`config.mk`:
```
export PLATFORM = sky130hd
export DESIGN_NAME = rv_multicycle_core
export DESIGN_NICKNAME = d
export VERILOG_FILES = /design/src/rtl/rv_multicycle_core.sv
export SDC_FILE = /design/constraint.sdc
export NUM_CORES = 2
export LEC_CHECK = 0
export CAP_MARGIN = 20
export CORE_MARGIN = 2
export CORE_UTILIZATION = 55
export CTS_CLUSTER_DIAMETER = 120
export DETAILED_ROUTE_END_ITERATION = 8
export PLACE_DENSITY = 0.78
export SETUP_SLACK_MARGIN = 0.02
export SYNTH_ARGS = -nofsm -noshare
export SYNTH_HDL_FRONTEND = slang
export SYNTH_SLANG_ARGS = --single-unit
```
`constraint.sdc`:
```
create_clock -name clk -period 6.6 [get_ports clk]
set_clock_uncertainty 0.2 [all_clocks]
set_input_delay 1.32 -clock clk [delete_from_list [all_inputs] [get_ports clk]]
set_output_delay 1.32 -clock clk [all_outputs]
set_load 0.01 [all_outputs]
```
`src/rtl/rv_multicycle_core.sv`:
```
// rv_multicycle_core
//   Multi-cycle RISC-V core for a reduced RV32I/RV32E subset: ADDI, ADD, SUB,
//   BEQ and BNE. Each instruction takes four cycles: FETCH, DECODE, EXECUTE and
//   WRITEBACK. Any illegal condition parks the core in HALT until the next reset.
//
//   state     | meaning
//   ----------+-------------------------------------------------------------
//   FETCH     | present PC on imem_addr
//   DECODE    | capture imem_rdata into IR
//   EXECUTE   | decode IR, register the ALU result, branch-taken flag and target
//   WRITEBACK | write rd, update PC, pulse retire
//   HALT      | absorbing after an illegal condition; halted=1
//
// Ports:
//   clk        rising-edge clock
//   rst        synchronous active-high reset
//   en         the FSM advances only when this is 1
//   imem_addr  instruction byte address (always equal to PC)
//   imem_rdata instruction word, valid one cycle after imem_addr is presented
//   a0         continuous view of register x10
//   retire     one-cycle pulse when an instruction completes
//   halted     sticky illegal-condition flag, cleared only by rst
module rv_multicycle_core #(
  parameter int DATA_WIDTH = 32,
  parameter int ADDR_WIDTH = 16,
  parameter int NUM_REGS   = 32
) (
  input  logic                  clk,
  input  logic                  rst,
  input  logic                  en,
  output logic [ADDR_WIDTH-1:0] imem_addr,
  input  logic [31:0]           imem_rdata,
  output logic [DATA_WIDTH-1:0] a0,
  output logic                  retire,
  output logic                  halted
);

  localparam int IW = $clog2(NUM_REGS);

  localparam logic [2:0] S_FETCH     = 3'd0;
  localparam logic [2:0] S_DECODE    = 3'd1;
  localparam logic [2:0] S_EXECUTE   = 3'd2;
  localparam logic [2:0] S_WRITEBACK = 3'd3;
  localparam logic [2:0] S_HALT      = 3'd4;

  logic [2:0]            state;
  logic [ADDR_WIDTH-1:0] pc;
  logic [31:0]           ir;
  logic [DATA_WIDTH-1:0] regs [NUM_REGS];
  logic [DATA_WIDTH-1:0] alu_q;
  logic                  taken_q;
  logic [ADDR_WIDTH-1:0] target_q;

  logic [6:0] opcode, funct7;
  logic [2:0] funct3;
  logic [4:0] rd, rs1, rs2;

  assign opcode = ir[6:0];
  assign rd     = ir[11:7];
  assign funct3 = ir[14:12];
  assign rs1    = ir[19:15];
  assign rs2    = ir[24:20];
  assign funct7 = ir[31:25];

  logic                  is_addi, is_add, is_sub, is_beq, is_bne;
  logic                  writes_rd, uses_rs2, known;
  logic                  rs1_ok, rs2_ok, rd_ok;
  logic [DATA_WIDTH-1:0] rs1_val, rs2_val, imm_i, alu;
  logic signed [12:0]    imm_b;
  logic [ADDR_WIDTH-1:0] target;
  logic                  taken, exec_halt;

  always_comb begin
    is_addi   = (opcode == 7'b0010011) && (funct3 == 3'b000);
    is_add    = (opcode == 7'b0110011) && (funct3 == 3'b000) && (funct7 == 7'b0000000);
    is_sub    = (opcode == 7'b0110011) && (funct3 == 3'b000) && (funct7 == 7'b0100000);
    is_beq    = (opcode == 7'b1100011) && (funct3 == 3'b000);
    is_bne    = (opcode == 7'b1100011) && (funct3 == 3'b001);
    writes_rd = is_addi | is_add | is_sub;
    uses_rs2  = is_add | is_sub | is_beq | is_bne;
    known     = writes_rd | is_beq | is_bne;

    // Widened compare so RV32I (every 5-bit index legal) and RV32E share one form.
    rs1_ok = ({27'd0, rs1} < 32'(NUM_REGS));
    rs2_ok = ({27'd0, rs2} < 32'(NUM_REGS));
    rd_ok  = ({27'd0, rd}  < 32'(NUM_REGS));

    rs1_val = '0;
    rs2_val = '0;
    if (rs1_ok && rs1 != 5'd0) rs1_val = regs[rs1[IW-1:0]];
    if (rs2_ok && rs2 != 5'd0) rs2_val = regs[rs2[IW-1:0]];

    // Signed size casts sign-extend (or truncate when ADDR_WIDTH < 13).
    imm_i  = DATA_WIDTH'($signed(ir[31:20]));
    imm_b  = $signed({ir[31], ir[7], ir[30:25], ir[11:8], 1'b0});
    target = pc + ADDR_WIDTH'(imm_b);

    if (is_addi)     alu = rs1_val + imm_i;
    else if (is_sub) alu = rs1_val - rs2_val;
    else             alu = rs1_val + rs2_val;

    taken     = (is_beq && (rs1_val == rs2_val)) || (is_bne && (rs1_val != rs2_val));
    exec_halt = !known || !rs1_ok || (uses_rs2 && !rs2_ok) || (writes_rd && !rd_ok)
                || (taken && target[1]);
  end

  always_ff @(posedge clk) begin
    if (rst) begin
      state    <= S_FETCH;
      pc       <= '0;
      ir       <= '0;
      alu_q    <= '0;
      taken_q  <= 1'b0;
      target_q <= '0;
      for (int i = 0; i < NUM_REGS; i++) regs[i] <= '0;
    end else if (en) begin
      case (state)
        S_FETCH:  state <= S_DECODE;
        S_DECODE: begin
          ir    <= imem_rdata;
          state <= S_EXECUTE;
        end
        S_EXECUTE: begin
          alu_q    <= alu;
          taken_q  <= taken;
          target_q <= target;
          state    <= exec_halt ? S_HALT : S_WRITEBACK;
        end
        S_WRITEBACK: begin
          // IR is still stable here, so the decode flags remain valid.
          if (writes_rd && rd != 5'd0) regs[rd[IW-1:0]] <= alu_q;
          pc    <= taken_q ? target_q : pc + ADDR_WIDTH'(4);
          state <= S_FETCH;
        end
        default: state <= S_HALT;
      endcase
    end
  end

  assign imem_addr = pc;
  assign a0        = regs[10];
  assign retire    = (state == S_WRITEBACK) && en && !rst;
  assign halted    = (state == S_HALT);

endmodule

```
==> Word-level counts from Yosys, hierarchy flattened <==
Memories as Yosys holds them, arrays and structs flattened. A register that Yosys moved wholly into a read port is not among the register bits.
Cells that the tools add are included.
{ "totals": {"regBits": 100, "ram_bits": 1024, "inputBits": 35, "wordCells": 74, "n_memories": 1} }
{ "mem_list": {"columns": ["name", "depth", "width", "rd", "rd_ports_with_merged_regs", "wr", "line", "rtl"], "rows": [
  ["regs", 32, 32, 3, 2, 32, "49", "logic [DATA_WIDTH-1:0] regs [NUM_REGS];"]
]} }
{ "op_classes": {"addsub": 5, "n_reduce_logical": 26, "mux": 21, "n_bitwise": 4, "n_eq_ne": 11} }
{ "op_table": {"columns": ["cell", "count"], "rows": [
  ["$mux W32", 5],
  ["$add A32 B32 Y32", 2],
  ["$eq A32 B32 Y1", 1],
  ["$ne A32 B32 Y1", 1],
  ["$reduce_or A32 Y1", 1],
  ["$sub A32 B32 Y32", 1],
  ["$mux W5", 5],
  ["$add A16 B16 Y16", 1],
  ["$add A16 B3 Y16 const B", 1],
  ["$mux W16", 1],
  ["$reduce_bool A5 Y1", 3],
  ["$eq A7 B6 Y1 const B", 2],
  ["$logic_and A1 B1 Y1", 12],
  ["$pmux W3 S4", 1],
  ["$mux W1", 8],
  ["$eq A7 B5 Y1 const B", 1],
  ["$eq A7 B7 Y1 const B", 1],
  ["$logic_not A7 Y1", 1],
  ["$eq A3 B1 Y1 const B", 2],
  ["$eq A3 B2 Y1 const B", 2],
  ["$logic_not A3 Y1", 2],
  ["$reduce_and A2 Y1", 3],
  ["$or A1 B1 Y1", 4],
  ["$eq A3 B3 Y1 const B", 1],
  ["3 further kinds", 5]
]} }

==> Logic depth before layout (Yosys ltp) <==
{ "depth": {"depth_word": 13, "depth_mapped": 29} }

==> Least setup slack after synthesis <==
No wires, ideal clock.
{ "synth_path": {"kind": "reg2reg", "start": "reg (tool-made name)", "end": "reg alu_q[30]", "path_buffers": 10, "synth_period_minus_slack_ps": 6823, "arrival_ps": 6520, "path_stages_with_launch": 27, "required_ps": 6297, "slack_ps": -223, "setup_time_ps": 103, "path_cell_list": "dfxtp_1 buf_2 buf_6 buf_6 buf_4 buf_6 buf_6 buf_2 buf_1 buf_1 mux4_2 mux4_2 nand2_1 nand2_1 nand2_1 ha_1 clkbuf_1 or3_1 nor3_1 nand2_1 or4_1 a311oi_1 o41ai_1 o21bai_1 nor2b_1 o311ai_1 a2111oi_2"} }
{ "synth_lines": {"columns": ["item", "line", "rtl"], "rows": [
  ["end signal, assigned", "124", "alu_q <= alu;"],
  ["end, declared", "50", "logic [DATA_WIDTH-1:0] alu_q;"]
]} }

==> summary.md <==
| Metric | Value |
|---|---|
| Metal3 WL | 31.8 mm |
| Via count | 45.1k |
| Ports | 85 |
| Max Used Layer | met5 |
| DR pass1 iterations | 7 |
| Fraction of registers with async set/reset | 0% |
| Initial antenna violation count | 14 |
| Hold Path Sink | target_q[6] |
| Hold slack | 0.252 ns |
| Place WS | 0.533 ns |
| Setup repair bufs after CTS | 0 |
| # nets final | 4948 |
| DRC violations left | 0 |
| Synth Area in Simple Gates | 15.0% |
| Main combinational cell family by area after synthesis | multiplexers |
| Starting DRT DRC Count | 7109 |
| Yosys cell types | 119 |
| RD Place Congestion | 0.981 |
| Syn avg cell area | 13.6 um2 |
| Post-synthesis mux area share | 22.2% |
| Initial Util | 55.5% |
| Status | finished, final reports clean |
| Row count | 126 |
| Pin count of the biggest net entering global routing | 70 |
| CTS root buf | clkbuf_16 |
| Sequential share of power | 46.8% |
| Max VDD drop | 0.000233 V |
| Yosys warns | 0 |
| Post-Synth Adder-Cell Area | 1.83% |
| Vias in the first global route | 44.5k |
| Worst EP required | 7.00 ns |
| First-pass GRT wire length | 305 mm |
| Gate Count Post-Synth | 4820 |
| Setup ws final | 0.303 ns |
| Comb power frac | 14.4% |
| Final Util | 61.4% |
| Max Clk Rate | 159 MHz |
| Worst Path Max Fanout | 28 |
| Ys flop type | edfxtp_1 |
| Number of fill cells | 8571 |
| Hold-critical path depth | 2 |
| Worst Tran Pin Value | 1.16 ns |
| R2r endpoint | alu_q[29] |
| Maxcap violations | 0 |
| Overflow after GRT | 0 |
| H-Tree Depth | 3 |
| Port Buffers | 84 |
| Net Sw Power | 0.00468 W |
| Final hold violation count | 0 |
| Clock transition at path regs | 0.06 ns |
| Switching Share | 26.6% |
| P_leak | 25.7 nW |
| Post-Synth XOR/XNOR Area | 1.43% |
| Number of nets still failing antenna checks after routing | 0 |
| CP endpoint kind | register |
| Area delta synth->final | 10.8% |
| Synthesized flop and latch total | 1134 |
| Crit start category | register |
| Chip Height | 349 um |
| Post-cts resize count | 0 |
| Die W | 349 um |
| Hold crit path type | reg -> reg |
| Wl on met1 | 73.0 mm |
| TritonCTS buffer count | 117 |
| Clk_lat worst skew | 0.75 ns |
| Total Wirelength | 212 mm |
| CP arrival | 6.70 ns |
| Total GRT Usage | 34.8% |
| Synth Area in Compound Gates | 5.32% |
| Synthesized area | 65500 um2 |
| Reg2Reg Depth | 20 |
| Die ar. | 122000 um2 |
| Minimum clock period | 6.30 ns |
| Hold Path Origin | target_q[6] |
| Hold_buf cts | 0 |
| Internal | 0.0129 W |
| Clock Sinks | 1134 |
| Sequential area share after synthesis | 50.3% |
| CTS tree | yes |
| Via/cell ratio | 6.99 |
| Slew Viols, Final | 0 |
| Max Root-Sink Buffers | 3 |
| Core area | 118000 um2 |
| Share of cells above drive strength 1 | 22.0% |
| R2R Setup Slk | 0.30 ns |
| PwrDens | 243 nW/um2 |
| HPWL after detailed placement | 135 mm |
| WS Path Type | reg -> reg |
| EDFF count, synth | 1024 |
| Endpoints failing setup | 0 |
| RSZ-0062 raised after global routing | false |
| DR WL/cell | 32.9 um |
| Setup_tns | 0 ns |
| Fin crit share | 95.4% |
| Met2 wire len | 96.4 mm |
| Power Total | 0.0176 W |
| Clock share of power | 38.8% |
| Max-Slew Margin vs Limit | 22.3% |
==> synth_stat cells, types with 21 or more instances <==
master       n  area [um2]
or2_2       38         238
ha_1        86        1080
xor2_1      24         210
o211ai_1    24         180
nor3_1      40         200
edfxtp_1  1024       30700
mux4_2     565       12700
buf_2       28         140
a21oi_1    173         866
a211oi_1    30         225
mux4_1      37         972
mux2i_1     69         691
buf_1       33         124
dfxtp_1    110        2200
buf_4       21         158
o21ai_0     55         275
xnor2_1     81         709
nand3_1     46         230
a31oi_1     22         138
and2_1    1013        6340
clkbuf_1   298        1120
buf_6       26         293
nand2_1    288        1080
inv_1      111         417
nor2_1     192         721
==> worst max-delay path: stages (launching register included) <==
cell,delay [ns]
dfxtp_4,0.50
buf_4,0.32
buf_4,0.43
mux4_2,0.39
mux4_2,0.56
nand2_1,0.11
o21ai_1,0.19
nand2_1,0.34
inv_1,0.10
ha_1,0.41
a2111oi_0,0.84
a21oi_1,0.14
o21ai_0,0.16
a32o_1,0.30
o211ai_1,0.18
nand2_1,0.15
a2111o_1,0.19
a21oi_1,0.08
a311oi_1,0.30
a22o_1,0.19
nor3_1,0.04
==> power groups by stage <==
stage / Clock [W] / Sequential, W / Combinational [W]
6_report: 0.00684 / 0.00824 / 0.00254
5_1_grt: 0.00710 / 0.00826 / 0.00266
4_1_cts: 0.00685 / 0.00824 / 0.00245
3_5_place_dp: 0 / 0.00839 / 0.00244
3_3_place_gp: 0 / 0.00837 / 0.00242
2_1_floorplan: 0 / 0.00828 / 0.00170
==> sequential cells by signal, indices dropped and copies added, names as in the netlist, named ones only <==
name / cells
regs: 1024
alu_q: 32
ir: 32
imem_addr: 16
target_q: 16
state: 3
taken_q: 1
==> per-stage QoR <==
stage,instances,instance area (um2)
2_1_floorplan,4851,65600
3_3_place_gp,6226,68200
3_5_place_dp,6228,68300
4_1_cts,6443,72200
5_1_grt,6455,72500
6_report,6460,72500
==> cells in the final DEF, fill, tap and decap left out, types with 19 or more instances in the layout <==
cell type	count
a211oi_1	30
a221oi_1	20
nor2_1	161
o21ai_0	55
nand3_1	46
a31oi_1	22
or2_2	38
clkbuf_16	120
buf_12	36
clkinv_1	19
conb_1	32
nand2_1	288
clkinv_2	19
a21oi_1	173
dfxtp_1	100
xnor2_1	81
ha_1	86
nor3_1	37
and2_1	1013
edfxtp_1	1024
inv_1	110
mux4_2	565
clkdlybuf4s50_1	83
o211ai_1	24
nand2b_1	20
mux2i_1	69
mux4_1	37
a21o_1	20
buf_4	143
xor2_1	24
clkbuf_1	25
==> how the worst max path moves through the flow <==
stage | slack [ns] | endpoint
2_1_floorplan | 0.02 | alu_q[30]
3_3_place_gp | 0.51 | alu_q[29]
3_5_place_dp | 0.53 | alu_q[25]
4_1_cts | 0.50 | alu_q[25]
5_1_grt | 0.06 | alu_q[19]
6_report | 0.30 | alu_q[29]
==> layer usage <==
metal / vias to the layer above / global-route usage [%]
met2: 3747 / 52.9
li1: 18165 / -
met4: 8 / 16.5
met3: 731 / 11.1
met1: 22490 / 45.5
met5: - / 0
==> cell families after synthesis <==
kind of cell,after synthesis
compound gates,509
other cells,1
mux,682
fa+ha+maj,94
xor+xnor,106
buf+inv,542
simple gates,1752
flops,1134
==> final cells by class <==
type,count,area (um2),share of cell area [%]
Sequential cell,1134,33000,45.5
Multi-Input combinational cell,3175,30300,41.7
Antenna cell,5,12.5,0.0172
Clock inverter,64,772,1.06
Clock buffer,151,3160,4.35
Inverter,118,444,0.612
Tap cell,1536,1920,2.65
Timing Repair Buffer,277,3010,4.15
No activity file was read; power rests on OpenSTA's default activity.
